[src/rtl/fft_pkg.sv]
// Shared types and address math for the radix-2 DIT FFT sequencer and its benches.
package fft_pkg;

  localparam int MAX_LOG2N = 12;

  typedef enum logic [1:0] {IDLE, RUN, DRAIN} fft_ctrl_state_t;

  typedef struct packed {
    logic [MAX_LOG2N-1:0] addra;
    logic [MAX_LOG2N-1:0] addrb;
    logic [MAX_LOG2N-2:0] tw;
  } bfly_addr_t;

  // Butterfly j of stage s pairs elements half apart inside groups of 2*half.
  function automatic bfly_addr_t bfly_addr(input int log2n, input int s, input int j);
    bfly_addr_t r;
    int half, p, g, a;
    half    = 1 << s;
    p       = j & (half - 1);
    g       = j >> s;
    a       = (g << (s + 1)) | p;
    r.addra = MAX_LOG2N'(a);
    r.addrb = MAX_LOG2N'(a + half);
    r.tw    = (MAX_LOG2N-1)'(p << (log2n - 1 - s));
    return r;
  endfunction

endpackage

[src/rtl/fft_addr_pipe.sv]
// DEPTH-cycle delay line carrying {valid, addra, addrb} from the read side to the write side.
module fft_addr_pipe #(
  parameter int DEPTH = 3,
  parameter int AW    = 10
) (
  input  logic          clk,
  input  logic          rst_n,
  input  logic          vld_in,
  input  logic [AW-1:0] addra_in,
  input  logic [AW-1:0] addrb_in,
  output logic          vld_out,
  output logic [AW-1:0] addra_out,
  output logic [AW-1:0] addrb_out
);

  logic [DEPTH-1:0]         vld_pipe;
  logic [DEPTH-1:0][AW-1:0] a_pipe;
  logic [DEPTH-1:0][AW-1:0] b_pipe;

  always_ff @(posedge clk or negedge rst_n) begin
    if (!rst_n) begin
      vld_pipe <= '0;
      a_pipe   <= '0;
      b_pipe   <= '0;
    end else begin
      vld_pipe[0] <= vld_in;
      a_pipe[0]   <= addra_in;
      b_pipe[0]   <= addrb_in;
      for (int k = 1; k < DEPTH; k++) begin
        vld_pipe[k] <= vld_pipe[k-1];
        a_pipe[k]   <= a_pipe[k-1];
        b_pipe[k]   <= b_pipe[k-1];
      end
    end
  end

  assign vld_out   = vld_pipe[DEPTH-1];
  assign addra_out = a_pipe[DEPTH-1];
  assign addrb_out = b_pipe[DEPTH-1];

endmodule

[src/rtl/fft_ctrl.sv]
// In-place radix-2 DIT FFT sequencer: one butterfly read per RUN cycle, writes delayed by PIPE.
module fft_ctrl
  import fft_pkg::*;
#(
  parameter int LOG2N        = 10,
  parameter int MEM_LATENCY  = 1,
  parameter int BFLY_LATENCY = 2
) (
  input  logic                     clk,
  input  logic                     rst_n,
  input  logic                     start,
  output logic                     busy,
  output logic                     done,
  output logic                     rd_en,
  output logic [LOG2N-1:0]         rd_addra,
  output logic [LOG2N-1:0]         rd_addrb,
  output logic [LOG2N-2:0]         tw_addr,
  output logic                     wr_en,
  output logic [LOG2N-1:0]         wr_addra,
  output logic [LOG2N-1:0]         wr_addrb,
  output logic [$clog2(LOG2N)-1:0] stage
);

  localparam int PIPE   = MEM_LATENCY + BFLY_LATENCY;
  localparam int HALF_N = 1 << (LOG2N - 1);
  localparam int SW     = $clog2(LOG2N);
  localparam int JW     = LOG2N - 1;
  localparam int CW     = $clog2(PIPE + 1);

  fft_ctrl_state_t state_q, state_d;
  logic [JW-1:0]   j_q, j_d;
  logic [CW-1:0]   cnt_q, cnt_d;
  logic [SW-1:0]   stage_d;
  logic            done_d;
  bfly_addr_t      ba;
  logic            ba_unused;

  always_comb begin
    state_d = state_q;
    j_d     = j_q;
    cnt_d   = cnt_q;
    stage_d = stage;
    done_d  = 1'b0;
    case (state_q)
      IDLE: begin
        // A start coinciding with the done pulse belongs to the finished run.
        if (start && !done) begin
          state_d = RUN;
          j_d     = '0;
          stage_d = '0;
        end
      end
      RUN: begin
        if (j_q == JW'(HALF_N - 1)) begin
          state_d = DRAIN;
          cnt_d   = CW'(PIPE);
        end else begin
          j_d = j_q + 1'b1;
        end
      end
      DRAIN: begin
        cnt_d = cnt_q - 1'b1;
        if (cnt_q == CW'(1)) begin
          if (stage == SW'(LOG2N - 1)) begin
            state_d = IDLE;
            done_d  = 1'b1;
          end else begin
            state_d = RUN;
            stage_d = stage + 1'b1;
            j_d     = '0;
          end
        end
      end
      default: state_d = IDLE;
    endcase
  end

  // Addresses are computed for the upcoming cycle so every output is a flop.
  assign ba        = bfly_addr(LOG2N, int'(stage_d), int'(j_d));
  assign ba_unused = ^ba;

  always_ff @(posedge clk or negedge rst_n) begin
    if (!rst_n) begin
      state_q  <= IDLE;
      j_q      <= '0;
      cnt_q    <= '0;
      stage    <= '0;
      busy     <= 1'b0;
      done     <= 1'b0;
      rd_en    <= 1'b0;
      rd_addra <= '0;
      rd_addrb <= '0;
      tw_addr  <= '0;
    end else begin
      state_q <= state_d;
      j_q     <= j_d;
      cnt_q   <= cnt_d;
      stage   <= stage_d;
      busy    <= (state_d != IDLE);
      done    <= done_d;
      rd_en   <= (state_d == RUN);
      if (state_d == RUN) begin
        rd_addra <= ba.addra[LOG2N-1:0];
        rd_addrb <= ba.addrb[LOG2N-1:0];
        tw_addr  <= ba.tw[LOG2N-2:0];
      end
    end
  end

  fft_addr_pipe #(.DEPTH(PIPE), .AW(LOG2N)) u_wr_pipe (
    .clk      (clk),
    .rst_n    (rst_n),
    .vld_in   (rd_en),
    .addra_in (rd_addra),
    .addrb_in (rd_addrb),
    .vld_out  (wr_en),
    .addra_out(wr_addra),
    .addrb_out(wr_addrb)
  );

endmodule
[config.mk]
export PLATFORM = sky130hd
export DESIGN_NAME = fft_ctrl
export DESIGN_NICKNAME = d
export VERILOG_FILES = /design/src/rtl/fft_pkg.sv /design/src/rtl/fft_addr_pipe.sv /design/src/rtl/fft_ctrl.sv
export SDC_FILE = /design/constraint.sdc
export NUM_CORES = 1
export LEC_CHECK = 0
export ABC_AREA = 1
export CORE_ASPECT_RATIO = 1.4
export CORE_UTILIZATION = 52
export DETAILED_ROUTE_END_ITERATION = 7
export PLACE_DENSITY_LB_ADDON = 0.2
export SKIP_LAST_GASP = 1
export SLEW_MARGIN = 20
export SYNTH_ARGS = -nofsm -noshare
export SYNTH_HDL_FRONTEND = slang
export SYNTH_SLANG_ARGS = --single-unit
[constraint.sdc]
create_clock -name clk -period 4 [get_ports clk]
set_clock_uncertainty 0.05 [all_clocks]
set_input_delay 0.8 -clock clk [delete_from_list [all_inputs] [get_ports clk]]
set_output_delay 0.8 -clock clk [all_outputs]
set_load 0.03 [all_outputs]
==> results of run 1 <==
-- critical path, cell delays in order, from the launching register on --
cell     delay (ns)
dfrtp_1        0.44
ha_4           0.21
buf_4          0.14
nand2_2        0.06
xor2_1         0.17
nand2_1        0.16
nand3_4        0.13
inv_8          0.07
nor2_4         0.14
nor2_4         0.06
a21oi_2        0.12
and3_4         0.21
nand4_1        0.17
o21ai_1        0.17
buf_4          0.16
ha_4           0.14
fa_2           0.21
nand3_2        0.08
nand2_2        0.09
a21oi_2        0.07
o21ai_2        0.18
inv_1          0.10
nor2_2         0.15
nor2_1         0.07
nor2_1         0.11
nor2_1         0.07
xor2_1         0.17
o21ai_1        0.08
-- cell usage after synthesis (all sizes together) --
library cell	instances
nand2	196
dfrtp	112
nand3	92
inv	56
nor2	53
o21ai	33
buf	32
nand4	26
ha	22
a21oi	19
xor2	9
clkbuf	6
a31oi	5
clkinv	4
xnor2	3
and3	2
o211ai	2
o21bai	2
o22ai	2
o31ai	2
a31o	1
and2	1
fa	1
nand3b	1
nor3	1
o2111ai	1
or2	1
-- worst paths after layout --
kind                                          end           startpoint  slack (ns)
setup / recovery                      rd_addrb[8]             cnt_q[0]       -0.12
setup reg to reg                      rd_addrb[8]             cnt_q[0]       -0.12
hold reg to reg              u_wr_pipe.a_pipe[16]  u_wr_pipe.a_pipe[6]        0.30
min in group asynchronous  u_wr_pipe.addra_out[0]                rst_n        0.47
max in group asynchronous     u_wr_pipe.a_pipe[9]                rst_n        2.54
hold / removal               u_wr_pipe.a_pipe[16]  u_wr_pipe.a_pipe[6]        0.30
-- where the power goes --
group | total [W] | switching, W | internal [W]
Combinational | 0.0000261 | 0.0000231 | 0.00000305
Clock | 0.000867 | 0.000436 | 0.000431
Sequential | 0.00113 | 0 | 0.00113
-- cell families after synthesis --
family	share of synthesized area, %
AOI/OAI and AO/OA	6.818
buffers and inverters	8.349
adders and majority gates	5.092
and+or+nand+nor	29.47
DFF	48.33
xor gates and xnor gates	1.942
-- through the flow --
| step | hold slack (ns) | setup TNS (ns) | cell area, um^2 |
|---|---|---|---|
| after floorplan | 0.2812 | -0.03823 | 5959 |
| after CTS | 0.2997 | -0.02428 | 7906 |
| after global routing | 0.3039 | -0.8649 | 8766 |
| after global placement | 0.2814 | -3.251 | 7445 |
| final | 0.3000 | -0.1329 | 8766 |
| after detailed placement | 0.2847 | -4.453 | 7445 |
-- registers in the layout, indices dropped and copies added (netlist names) --
name / flops
stage: 4
u_wr_pipe.addra_out: 10
rd_addrb: 10
u_wr_pipe.b_pipe: 20
u_wr_pipe.vld_pipe: 3
u_wr_pipe.addrb_out: 10
cnt_q: 2
rd_en: 1
j_q: 9
tw_addr: 9
rd_addra: 10
u_wr_pipe.a_pipe: 20
busy: 1
state_q: 2
done: 1
-- per-layer routing --
| metal | routed length [um] | vias up |
|---|---|---|
| li1 | - | 2666 |
| met1 | 7499 | 2909 |
| met2 | 10610 | 308 |
| met3 | 1067 | 106 |
| met4 | 1277 | 0 |
| met5 | 0 | - |
-- placed cells by master, fill, tap and decap left out, types with 9 or more instances in the layout --
cell,instances
nand3_2,17
dfrtp_1,109
buf_4,166
clkdlybuf4s50_1,57
nor2_4,12
a21oi_1,11
o21ai_0,12
buf_6,12
nor2_1,26
inv_2,15
clkbuf_16,9
nand4_1,26
nand2_2,28
ha_4,15
inv_1,38
nand2_4,12
nand2_1,156
o21ai_1,17
nor2_2,14
nand3_1,67
-- repair_timing --
item | in CTS | in global routing
setup endpoints to repair | 5 | 6
resized for setup | 25 | 139
buffers inserted | 10 | 39
cloned | 1 | 1
pin swaps | 8 | 72
-- layout make-up --
| type | instances | area (um^2) | area share [%] |
|---|---|---|---|
| timing repair buffer | 239 | 2002 | 22.84 |
| tap | 141 | 176.4 | 2.013 |
| clock inverter | 6 | 55.05 | 0.6280 |
| multi-input combinational | 476 | 3232 | 36.87 |
| inverter | 60 | 260.3 | 2.969 |
| timing repair inverter | 1 | 8.758 | 0.09991 |
| sequential | 112 | 2806 | 32.02 |
| clock buffer | 9 | 225.2 | 2.569 |
==> results.md, run 1 <==
- Gate Count Post-Synth: slightly below 700
- Die area: about 12000 um^2
- Mapped Nets: between 700 and 800
- DRT antenna net count: 0
- Register area share after synthesis: 48.33%
- Hold crit path type: flop to flop
- Final Power: around 0.002 W
- Final min period: between 4 and 5 ns
- WHS Path Cells: 0
- Count of different cell masters after synthesis: 45
- Antenna cells: 0
- Met1 usage: 38.40%
- Vias in the first global route: approximately 5600
- Max FO, Critical Path: 5
- Fin crit share: 103.1%
- Failing checks: negative setup slack
- Pleak: ~4.1 nW
- Area leader, netlist: dfrtp_1
- Initial core utilization: between 50% and 60%
- VDD IR max: 0.0002707 V
- Avg Cell Area, Syn: 8.466 um^2
- TritonCTS clock tree: done
- Initial DRC Count: 426
- Largest net degree at the start of global routing: between 60 and 70
- Initial antenna violation count: 1
- Number of buffers created by CTS: 9
- Drt first pass iters: 5
- Non-Filler Instances: around 1000
- Grt met2 use: approximately 58%
- CP Data Arrival Time: 4.30 ns
- Crit start category: flop
- Layout Utilization: a little over 80%
- Drt wl/cell: 19.59 um
- I/O Buffers: between 50 and 60
- DR vias: 5989
- CTS clock-pin slew for the worst setup and hold paths: 0.08 ns
- Max Freq: between 200 and 250 MHz
- Busiest grt layer: met2
- Synth top area share: about 48%
- #FFs+latches synth: between 100 and 150
- Max cap viols: 0
- GRT Total Usage: between 30% and 40%
- Worst Setup Slack, final: -0.1247 ns
- Worst slack, placed: -0.7989 ns
- Hold Vio Cnt, Final: 0
- Crit end category: flop
- Final Wtd Congestion: between 0.9 and 1
- Routed WL: approximately 20000 um
- Final setup viols: 2
- Detailed Place HPWL: approximately 13000 um
- CP Class: flop to flop
- Ports: 60
- Core area: ~11000 um^2
- Row cnt: 45
- Area growth syn-to-layout: 51.15%
- Cts-stage hold buffer count: 0
- FF-to-FF path depth: 27
- Layout cells sized above 1: 39.76%
- CTS root buf: clkbuf_16
- CP Data Required Time: roughly 4.2 ns
- Grt total ovfl: 0
- Synth area leaders: dfrtp_1 (48%), nand2_1 (12%), nand3_1 (7.6%)
- Vias per cell: 5.737
- Slew Viols, Final: 0
- Status: complete, but fails checks
- First-pass GRT wire length: around 28000 um
- H-tree lvl count: 3
- Placed insts: just under 1000
- M3 GR Usage: 2.878%
- Clk_lat worst skew: 0.35 ns
- Post-Syn Area: approximately 5800 um^2
- YS warnings: 0
- Net count, final: ~930
- Worst Tran Pin Value: roughly 0.8 ns
- CTS Buffer Depth: 2
- RSZ-0062 raised after global routing: true
- PD cells: 231.0 nW/um^2
- Die W: ~91 um
- Layout fillers: about 620
- Drt drc: 0
- CTS sink count: 112
- Slew HR: between 40 and 50%
- Die height: about 130 um
Power figures use the tool's default switching activity.
==> run 2: changes to the inputs <==
--- a/config.mk
+++ b/config.mk
@@ -7,7 +7,8 @@
 export LEC_CHECK = 0
 export ABC_AREA = 1
 export CORE_ASPECT_RATIO = 1.4
-export CORE_UTILIZATION = 52
+export CORE_MARGIN = 2
+export CORE_UTILIZATION = 32
 export DETAILED_ROUTE_END_ITERATION = 7
 export PLACE_DENSITY_LB_ADDON = 0.2
 export SKIP_LAST_GASP = 1
==> run 2 against run 1 <==
Effect of this change: the flow now finishes without violations; wire length shrank 9.1%; clock power grew 23%; utilization shrank 31 points; design area grew 0.44%; critical path depth shrank 2; sequential cell count is the same; via count shrank 10%; cell count grew 8.5%; die area grew 66%; global-route usage shrank 13 points; combinational power grew 6%; register-to-register slack gained 0.17 ns; critical path type unchanged; critical endpoint unchanged; largest cell class unchanged.
==> results.md, run 2 (same netlist as run 1, synthesis figures left out) <==
- Hold crit path type: flop to flop
- Slowest-stage cell, CP: dfrtp_2
- Highest routed layer: met4
- Number of buffers created by CTS: 9
- Storage element area: about 2800 um^2
- Ports: 60
- P_int: 0.001762 W
- Row cnt: 58
- Antenna cells: 0
- Final setup viols: 0
- R2R setup slack: about 0.045 ns
- Flop pwr share: 50.7%
- CP Class: flop to flop
- Most frequent cells in the layout: nand2_1 (162), buf_4 (159), dfrtp_1 (110), nand3_1 (68), clkdlybuf4s50_1 (57)
- FF-to-FF End: rd_addrb[8]
- Final Wtd Congestion: just over 0.9
- Detailed Place HPWL: roughly 14000 um
- Worst Tran Pin Value: roughly 0.59 ns
- Worst path max stage delay: 0.44 ns
- First-pass GRT wire length: approximately 28000 um
- Drt drc: 0
- Multi-input logic area: slightly above 3000 um^2
- Layout Utilization: 49.32%
- Max Freq: 252.9 MHz
- P_sw: 0.0004709 W
- Initial DRC Count: about 290
- I/O Buffers: just under 60
- DR WL met2: between 10000 and 15000 um
- Layout fillers: around 1700
- Switch share: a little over a fifth
- RSZ-0062 raised after global routing: true
- Max FO, Critical Path: 5
- Net count, final: 914
- Die W: roughly 120 um
- Core area: roughly 18000 um^2
- Slew Viols, Final: 0
- Initial core utilization: approximately a third
- TritonCTS clock tree: done
- Die area: around 19000 um^2
- Hold_ws: between 0.2 and 0.3 ns
- CTS sink count: between 100 and 150
- CP Data Required Time: around 4.2 ns
- CP Data Arrival Time: just over 4 ns
- Routed WL: between 15000 and 20000 um
- VDD IR max: ~0.00017 V
- Largest registers: u_wr_pipe.a_pipe: 20 flops, u_wr_pipe.b_pipe: 20 flops
- CTS clock-pin slew for the worst setup and hold paths: ~0.080 ns
- Drt first pass iters: 4
- Largest net degree at the start of global routing: 74
- CP Capture Point: rd_addrb[8]
- CTS Buffer Depth: 2
- Die height: 163.3 um
- FF-to-FF path depth: 25
- Vias in the first global route: around 5400
- Final min period: just under 4 ns
- Vias per cell: between 4 and 5
- Most common cell after layout, fill and taps aside: nand2_1
- Max cap viols: 0
- Cts-stage hold buffer count: 0
- Hold Vio Cnt, Final: 0
- GRT Total Usage: between 10% and 20%
- DR vias: around 5400
- Layout cells sized above 1: 37.51%
- Gate power share: 1.2%
- Slew HR: 60.92%
- Crit end category: flop
- Grt total ovfl: 0
- Area growth syn-to-layout: 51.82%
- Status: complete, no violations
- Clock group share of total power: ~48%
- Crit start category: flop
- CTS root buf: clkbuf_16
- R2r startpoint: stage[0]
- Pleak: between 4 and 5 nW
- WL met3: about 490 um
- Crit path from: stage[0]
- DRT antenna net count: 0
- Fin crit share: a little over nine tenths
- Drt wl/cell: ~16 um
- M1 WL: 6909 um
- Clk_lat worst skew: around 0.37 ns
- H-tree lvl count: 3
- Initial antenna violation count: 0
- PD cells: about 250 nW/um^2
- CP most frequent cell: nor2_1
==> run 2: worst min-delay path by stage <==
stage / slack [ns] / from / cells after the start / endpoint
floorplan: 0.28 / u_wr_pipe.a_pipe[0] / 0 / u_wr_pipe.a_pipe[10]
global placement: 0.28 / u_wr_pipe.a_pipe[17] / 0 / u_wr_pipe.addra_out[7]
detailed placement: 0.28 / u_wr_pipe.a_pipe[8] / 0 / u_wr_pipe.a_pipe[18]
CTS: 0.30 / u_wr_pipe.b_pipe[9] / 0 / u_wr_pipe.b_pipe[19]
global route: 0.30 / u_wr_pipe.b_pipe[18] / 0 / u_wr_pipe.addrb_out[8]
finish: 0.30 / u_wr_pipe.b_pipe[12] / 0 / u_wr_pipe.addrb_out[2]
==> run 2: power groups by stage <==
stage	clock, W	combinational [W]	sequential, W
6_report	0.00107	0.0000276	0.00113
2_1_floorplan	0	0.00000172	0.00115
4_1_cts	0.00110	0.0000298	0.00113
3_5_place_dp	0	0.0000298	0.00115
3_3_place_gp	0	0.0000292	0.00115
5_1_grt	0.00115	0.0000332	0.00113
==> run 2: worst max-delay path, delay by kind of cell (launching register included) <==
family	cells	cell delay [ns]
AO/OA/AOI/OAI	5	0.65
XOR/XNOR	2	0.35
adder cells (fa/ha/maj)	4	0.88
buffers and inverters	5	0.70
flip-flops	1	0.44
AND/OR/NAND/NOR	9	0.75
==> run 2: repair_timing <==
action	4_1_cts	5_1_grt
pin swaps	16	52
gates cloned	0	1
endpoints found under the setup margin	6	6
resized for setup	28	97
buffers inserted	14	22
==> run 2: layout make-up <==
type | instances | share of cell area, %
Multi-Input combinational cell | 475 | 35.16
Sequential cell | 112 | 31.86
Timing Repair Buffer | 230 | 22.67
Tap cell | 240 | 3.411
Inverter | 60 | 2.757
Clock buffer | 9 | 2.558
Clock inverter | 7 | 1.592
==> run 2: through the flow <==
step | power, W | instance area, um^2 | std cells | setup WS [ns] | TNS, ns
3_3_place_gp | 0.001183 | 7596 | 1080 | -0.7902 | -4.763
2_1_floorplan | 0.001156 | 5959 | 685 | -0.02251 | -0.03823
5_1_grt | 0.002316 | 8805 | 1133 | -0.2015 | -0.4453
6_report | 0.002233 | 8805 | 1133 | 0.04544 | 0
4_1_cts | 0.002262 | 8183 | 1110 | -0.007832 | -0.007832
3_5_place_dp | 0.001183 | 7596 | 1080 | -0.8438 | -5.246
==> run 2: per-layer routing <==
metal	global-route usage (%)	vias to the layer above
li1	-	2636
met1	20.33	2597
met2	36.95	109
met3	3.247	37
met4	9.912	0
met5	0	-
